==> src/rtl/h264_cavlc_pkg.sv <==
// Shared CAVLC residual types: block kinds, scan tables and store metadata.
package h264_cavlc_pkg;

  localparam int unsigned COEFF_W   = 16;
  localparam int unsigned NUM_COEFF = 16;
  localparam int unsigned BLK_IDX_W = 5;

  typedef enum logic [1:0] {
    LUMA16 = 2'd0,
    AC15   = 2'd1,
    CDC    = 2'd2
  } blk_type_t;

  // Scan position k -> raster position y*4+x
  localparam logic [3:0] ZIGZAG_4x4 [NUM_COEFF] = '{
    4'd0, 4'd1, 4'd4, 4'd8, 4'd5, 4'd2, 4'd3, 4'd6,
    4'd9, 4'd12, 4'd13, 4'd10, 4'd7, 4'd11, 4'd14, 4'd15
  };

  localparam logic [3:0] FIELD_4x4 [NUM_COEFF] = '{
    4'd0, 4'd4, 4'd1, 4'd8, 4'd12, 4'd5, 4'd9, 4'd13,
    4'd2, 4'd6, 4'd10, 4'd14, 4'd3, 4'd7, 4'd11, 4'd15
  };

  typedef struct packed {
    logic [1:0]           blk_type;
    logic [BLK_IDX_W-1:0] blk_idx;
    logic [NUM_COEFF-1:0] nz_mask;
  } blk_meta_t;

endpackage

==> src/rtl/cavlc_scan_map.sv <==
// Inverse scan of one block of scan-ordered levels to raster order, plus nonzero mask.
// CAVLC_FIELD_SCAN_EN adds the field-scan table selected by the field input.
module cavlc_scan_map
  import h264_cavlc_pkg::*;
#(
  parameter int unsigned COEFF_W = h264_cavlc_pkg::COEFF_W
) (
  input  logic [NUM_COEFF*COEFF_W-1:0] in_coeff,
  input  logic [1:0]                   blk_type,
`ifdef CAVLC_FIELD_SCAN_EN
  input  logic                         field,
`endif
  output logic [NUM_COEFF*COEFF_W-1:0] raster_coeff_c,
  output logic [NUM_COEFF-1:0]         nz_mask_c
);

  function automatic logic [3:0] raster_pos(input logic [3:0] k);
`ifdef CAVLC_FIELD_SCAN_EN
    return field ? FIELD_4x4[k] : ZIGZAG_4x4[k];
`else
    return ZIGZAG_4x4[k];
`endif
  endfunction

  always_comb begin
    raster_coeff_c = '0;
    nz_mask_c      = '0;
    case (blk_type_t'(blk_type))
      CDC: begin
        for (int i = 0; i < 4; i++)
          raster_coeff_c[i*COEFF_W +: COEFF_W] = in_coeff[i*COEFF_W +: COEFF_W];
      end
      // AC-only blocks start at scan position 1; raster 0 is left for the DC
      AC15: begin
        for (int i = 0; i < 15; i++)
          raster_coeff_c[32'(raster_pos(4'(i + 1)))*COEFF_W +: COEFF_W] =
            in_coeff[i*COEFF_W +: COEFF_W];
      end
      default: begin
        for (int i = 0; i < 16; i++)
          raster_coeff_c[32'(raster_pos(4'(i)))*COEFF_W +: COEFF_W] =
            in_coeff[i*COEFF_W +: COEFF_W];
      end
    endcase
    for (int r = 0; r < 16; r++)
      nz_mask_c[r] = |raster_coeff_c[r*COEFF_W +: COEFF_W];
  end

endmodule

==> src/rtl/cavlc_coeff_reorder.sv <==
// Two-entry ping-pong store of inverse-scanned CAVLC blocks with valid/ready on both sides.
// CAVLC_FIELD_SCAN_EN adds the in_field port and field-scan support.
module cavlc_coeff_reorder
  import h264_cavlc_pkg::*;
#(
  parameter int unsigned COEFF_W = h264_cavlc_pkg::COEFF_W,
  parameter int unsigned DEPTH   = 2
) (
  input  logic                         clk,
  input  logic                         reset,
  input  logic                         in_valid,
  output logic                         in_ready,
  input  logic [NUM_COEFF*COEFF_W-1:0] in_coeff,
  input  logic [1:0]                   in_blk_type,
  input  logic [BLK_IDX_W-1:0]         in_blk_idx,
`ifdef CAVLC_FIELD_SCAN_EN
  input  logic                         in_field,
`endif
  output logic                         out_valid,
  input  logic                         out_ready,
  output logic [NUM_COEFF*COEFF_W-1:0] out_coeff,
  output logic [1:0]                   out_blk_type,
  output logic [BLK_IDX_W-1:0]         out_blk_idx,
  output logic [NUM_COEFF-1:0]         out_nz_mask,
  output logic                         overflow
);

  localparam int unsigned BLK_W = NUM_COEFF * COEFF_W;

  logic [BLK_W-1:0]     map_coeff_c;
  logic [NUM_COEFF-1:0] map_nz_c;

  cavlc_scan_map #(.COEFF_W(COEFF_W)) u_scan_map (
    .in_coeff       (in_coeff),
    .blk_type       (in_blk_type),
`ifdef CAVLC_FIELD_SCAN_EN
    .field          (in_field),
`endif
    .raster_coeff_c (map_coeff_c),
    .nz_mask_c      (map_nz_c)
  );

  logic [BLK_W-1:0] mem_coeff [2];
  blk_meta_t        mem_meta  [2];
  logic [1:0]       cnt, cnt_next;
  logic             wp, rp, rp_next;
  logic             push, pop;
  blk_meta_t        new_meta;
  logic [BLK_W-1:0] head_coeff;
  blk_meta_t        head_meta;

  // Next-state of the store and the entry that will sit at the head after this edge
  always_comb begin
    push       = in_valid && in_ready;
    pop        = out_valid && out_ready;
    cnt_next   = cnt;
    rp_next    = rp ^ pop;
    new_meta   = '{blk_type: in_blk_type, blk_idx: in_blk_idx, nz_mask: map_nz_c};
    head_coeff = mem_coeff[rp_next];
    head_meta  = mem_meta[rp_next];
    case ({push, pop})
      2'b10:   cnt_next = cnt + 2'd1;
      2'b01:   cnt_next = cnt - 2'd1;
      default: cnt_next = cnt;
    endcase
    // A block written into the head slot this cycle bypasses the store
    if (push && (wp == rp_next)) begin
      head_coeff = map_coeff_c;
      head_meta  = new_meta;
    end
  end

  always_ff @(posedge clk) begin
    if (reset) begin
      cnt          <= 2'd0;
      wp           <= 1'b0;
      rp           <= 1'b0;
      in_ready     <= 1'b1;
      out_valid    <= 1'b0;
      overflow     <= 1'b0;
      out_coeff    <= '0;
      out_blk_type <= '0;
      out_blk_idx  <= '0;
      out_nz_mask  <= '0;
    end else begin
      cnt       <= cnt_next;
      wp        <= wp ^ push;
      rp        <= rp_next;
      in_ready  <= (cnt_next != 2'(DEPTH));
      out_valid <= (cnt_next != 2'd0);
      overflow  <= overflow | (in_valid & ~in_ready);
      if (cnt_next != 2'd0) begin
        out_coeff    <= head_coeff;
        out_blk_type <= head_meta.blk_type;
        out_blk_idx  <= head_meta.blk_idx;
        out_nz_mask  <= head_meta.nz_mask;
      end
    end
  end

  // Entry storage; contents are don't-care until written
  always_ff @(posedge clk) begin
    if (push && !reset) begin
      mem_coeff[wp] <= map_coeff_c;
      mem_meta[wp]  <= new_meta;
    end
  end

endmodule

==> config.mk <==
export PLATFORM = sky130hd
export DESIGN_NAME = cavlc_coeff_reorder
export DESIGN_NICKNAME = d
export VERILOG_FILES = /design/src/rtl/h264_cavlc_pkg.sv /design/src/rtl/cavlc_scan_map.sv /design/src/rtl/cavlc_coeff_reorder.sv
export SDC_FILE = /design/constraint.sdc
export NUM_CORES = 1
export LEC_CHECK = 0
export BUFFER_PORTS_ARGS = -buffer_cell sky130_fd_sc_hd__buf_4
export CAP_MARGIN = 5
export CORE_MARGIN = 2
export CORE_UTILIZATION = 25
export CTS_CLUSTER_DIAMETER = 150
export CTS_CLUSTER_SIZE = 8
export DETAILED_ROUTE_END_ITERATION = 10
export MAX_ROUTING_LAYER = met4
export SLEW_MARGIN = 10
export SYNTH_ARGS = -nofsm -noshare
export SYNTH_HDL_FRONTEND = slang
export SYNTH_SLANG_ARGS = --single-unit
export TNS_END_PERCENT = 30
==> constraint.sdc <==
create_clock -name clk -period 56.3 [get_ports clk]
set_clock_uncertainty 0.15 [all_clocks]
set_input_delay 11.26 -clock clk [delete_from_list [all_inputs] [get_ports clk]]
set_output_delay 11.26 -clock clk [all_outputs]
set_load 0.02 [all_outputs]
==> qor.csv <==
metric;value;unit
Reg2Reg Depth;8;
pre-CTS WS;40.46;ns
clk sinks;844;
critical-path cell list;buf_4, inv_1, ha_4, buf_4, buf_4, buf_4, o21ai_0, a2111oi_0, nand4b_1, a32o_1;
final hold vios;0;
GPL Wtd Cong;0.923;
post-synthesis cell type count;53;
#FFs+latches synth;844;
share of cells above drive strength 1;0.198;
Area Growth Syn to Fin;25.9;%
deepest clock path buffer count;3;
Worst Tran Pin Value;1.30;ns
Rel. slew slack;0.128;
crit-path leading delay family;buffers and inverters;
DRT iter0 DRCs;3334;
synthesized area per cell;11.6;um^2
clock buffer count from CTS;115;
# nets final;3856;
worst vdd ir;0.0281;mV
vias in the first global route;27101;
Post-Route Setup TNS;0;ns
CP max stage cell;buf_4;
Initial Util;0.251;
TritonRoute pass-1 iters;7;
Crit. path cell count;10;
vias per cell;5.14;
Clock Pin Slew Worst Setup and Hold Paths;0.05;ns
PortBufs;548;
Power Density;42.6;nW/um^2
commonest cells in the netlist;717 x nand2_1, 558 x edfxtp_1, 286 x dfxtp_1, 279 x a32o_1, 276 x mux2i_1;
Final period util;0.270;
MaxCap Viol Count;0;
final setup fails;0;
Syn Inst Count;3132;
# IOs;549;
EDFF count, synth;558;
synthesized cell area;36400;um^2
Critical Path Start Type;primary input;
Vias;29003;
core area;145000;um^2
postcts setup bufs;0;
ranking of synthesized cells by area;edfxtp_1 46%, dfxtp_1 16%, a32o_1 7.7%;
sequential share of the synthesized area;0.617;
ys flop type;edfxtp_1;
f_max;0.0658;GHz
DRC;0;
ys async rst share;0;
Hold Crit Class;reg -> reg;
GR Util All Layers;0.219;
CP Max Fanout;86;
worst setup margin;41.10;ns
root buf cell;clkbuf_16;
Worst EP arrival;15.69;ns
post-detailed-routing wire length;163000;um
HPWL Detailed;117000;um
Lkg Pwr;17.9;nW
worst path buffer plus inverter count;5;
H-tree depth;3;
most frequent cell after synthesis;nand2_1;
die width;386;um
Cell Rows;140;
first-pass GRT wire length;221000;um
hold-fix buffers at CTS;0;
RSZ-0062 raised after global routing;false;
global route overflow;0;
largest net degree at the start of global routing;171;
WL per Instance;29.0;um
Synth top area share;0.460;
worst skew pair latency;0.76;ns
DIE AREA;149000;um^2
final slew viol count;0;
Critical Path RT;56.78;ns
worst stage delay on the critical path;0.74;ns
cell mode on critical path;buf_4;
synthesized net count;3402;
Crit Path Category;in -> reg;
post-cts sizing count;0;
CTS tree;built;
Worst setup EP type;flop;
Tmin final;15.20;ns
status;complete, no violations;
YS warnings;0;
biggest area consumer among synthesized cells;edfxtp_1;
worst hold stages;1;
Vert. Die Dim;386;um
remaining antenna violation count after routing;0;
initial antenna violation count;49;
==> area by class of cell <==
cell class | instances | area [um^2]
multi-input combinational | 2029 | 12900
clock buffer | 207 | 3240
clock inverter | 7 | 196
inverter | 13 | 48.8
sequential | 844 | 22500
antenna | 39 | 97.6
tap | 1917 | 2400
fill | 14850 | 99200
timing repair buffer | 583 | 4430
==> where the power goes <==
group	total, mW	internal, mW	switching (mW)
combinational	0.503	0.180	0.323
clock	0.669	0.387	0.282
sequential	0.783	0.744	0.0387
==> flip-flops by register name, summed over array words and instances, names as in the netlist <==
| signal | flops |
|---|---|
| wp | 1 |
| rp | 1 |
| out_coeff | 256 |
| cnt | 2 |
| out_nz_mask | 16 |
| in_ready | 1 |
| mem_coeff | 512 |
| out_blk_type | 2 |
| mem_meta | 46 |
| overflow | 1 |
| out_valid | 1 |
| out_blk_idx | 5 |
==> metal layers <==
layer / track usage / share of wire
met4: 0.0602 / 0.029
met2: 0.347 / 0.47
met1: 0.269 / 0.39
met5: - / 0
met3: 0.0669 / 0.10
==> cells in the final DEF (no fill, tap or decap), types with 3 or more instances in the layout <==
cell       netlist  routed
a21oi_1          7       6
a22oi_1         40      40
a31o_1           3       3
a31oi_1          4       4
a32o_1         279     279
and2b_1          5       5
and2b_4          4       4
buf_12           0       4
buf_4            2     579
clkbuf_1       170      91
clkbuf_16        0     116
clkinv_16        0       6
dfxtp_1        286     286
diode_2          0      39
edfxtp_1       558     558
inv_1           12      12
mux2_2           3       3
mux2i_1        276     276
nand2_1        717     716
nand2b_1       228     228
nand3_1         37      37
nand3b_1        29      29
nand4_1         22      22
nand4b_1         4       4
nor2_1          19      19
nor2b_1         10      10
nor3_1          10       9
nor4_1          43      43
o211ai_1         5       5
o21ai_0        201     201
o21ai_1         27      27
o221ai_1         5       5
o41ai_1         12      11
or3_1            3       3
or4_1           10      10
==> kinds of logic (layout without fill, tap and decap cells) <==
family	count (synthesis)	in the layout	synth area share
fa+ha+maj	3	3	0.00103
simple gates	1152	1152	0.149
compound gates	590	590	0.125
xor+xnor	4	4	0.00155
buf+inv	259	810	0.0290
other cells	0	39	0
flops	844	844	0.617
mux	280	280	0.0771
==> per-stage QoR <==
step	total power [mW]	instance area, um^2	util	std cells	hold WS, ns
6_report	1.95	45800	0.316	5639	0.314
5_1_grt	2.03	45800	0.316	5635	0.327
3_3_place_gp	1.30	42300	0.292	5386	0.297
2_1_floorplan	1.07	36400	-	3132	0.337
3_5_place_dp	1.31	42300	0.292	5386	0.306
4_1_cts	1.98	45700	0.315	5600	0.318
==> final timing paths <==
| check | startpoint | endpoint | slack (ns) |
|---|---|---|---|
| max | in_blk_type[0] | out_nz_mask[11]$_SDFFE_PP0P_ | 41.10 |
| min | out_blk_idx[4]$_SDFFE_PP0P_ | out_blk_idx[4]$_SDFFE_PP0P_ | 0.31 |
| max reg2reg | out_valid$_SDFF_PP0_ | out_coeff[241]$_SDFFE_PP0P_ | 51.84 |
| min reg2reg | out_blk_idx[4]$_SDFFE_PP0P_ | out_blk_idx[4]$_SDFFE_PP0P_ | 0.31 |
Power figures use the tool's default switching activity.
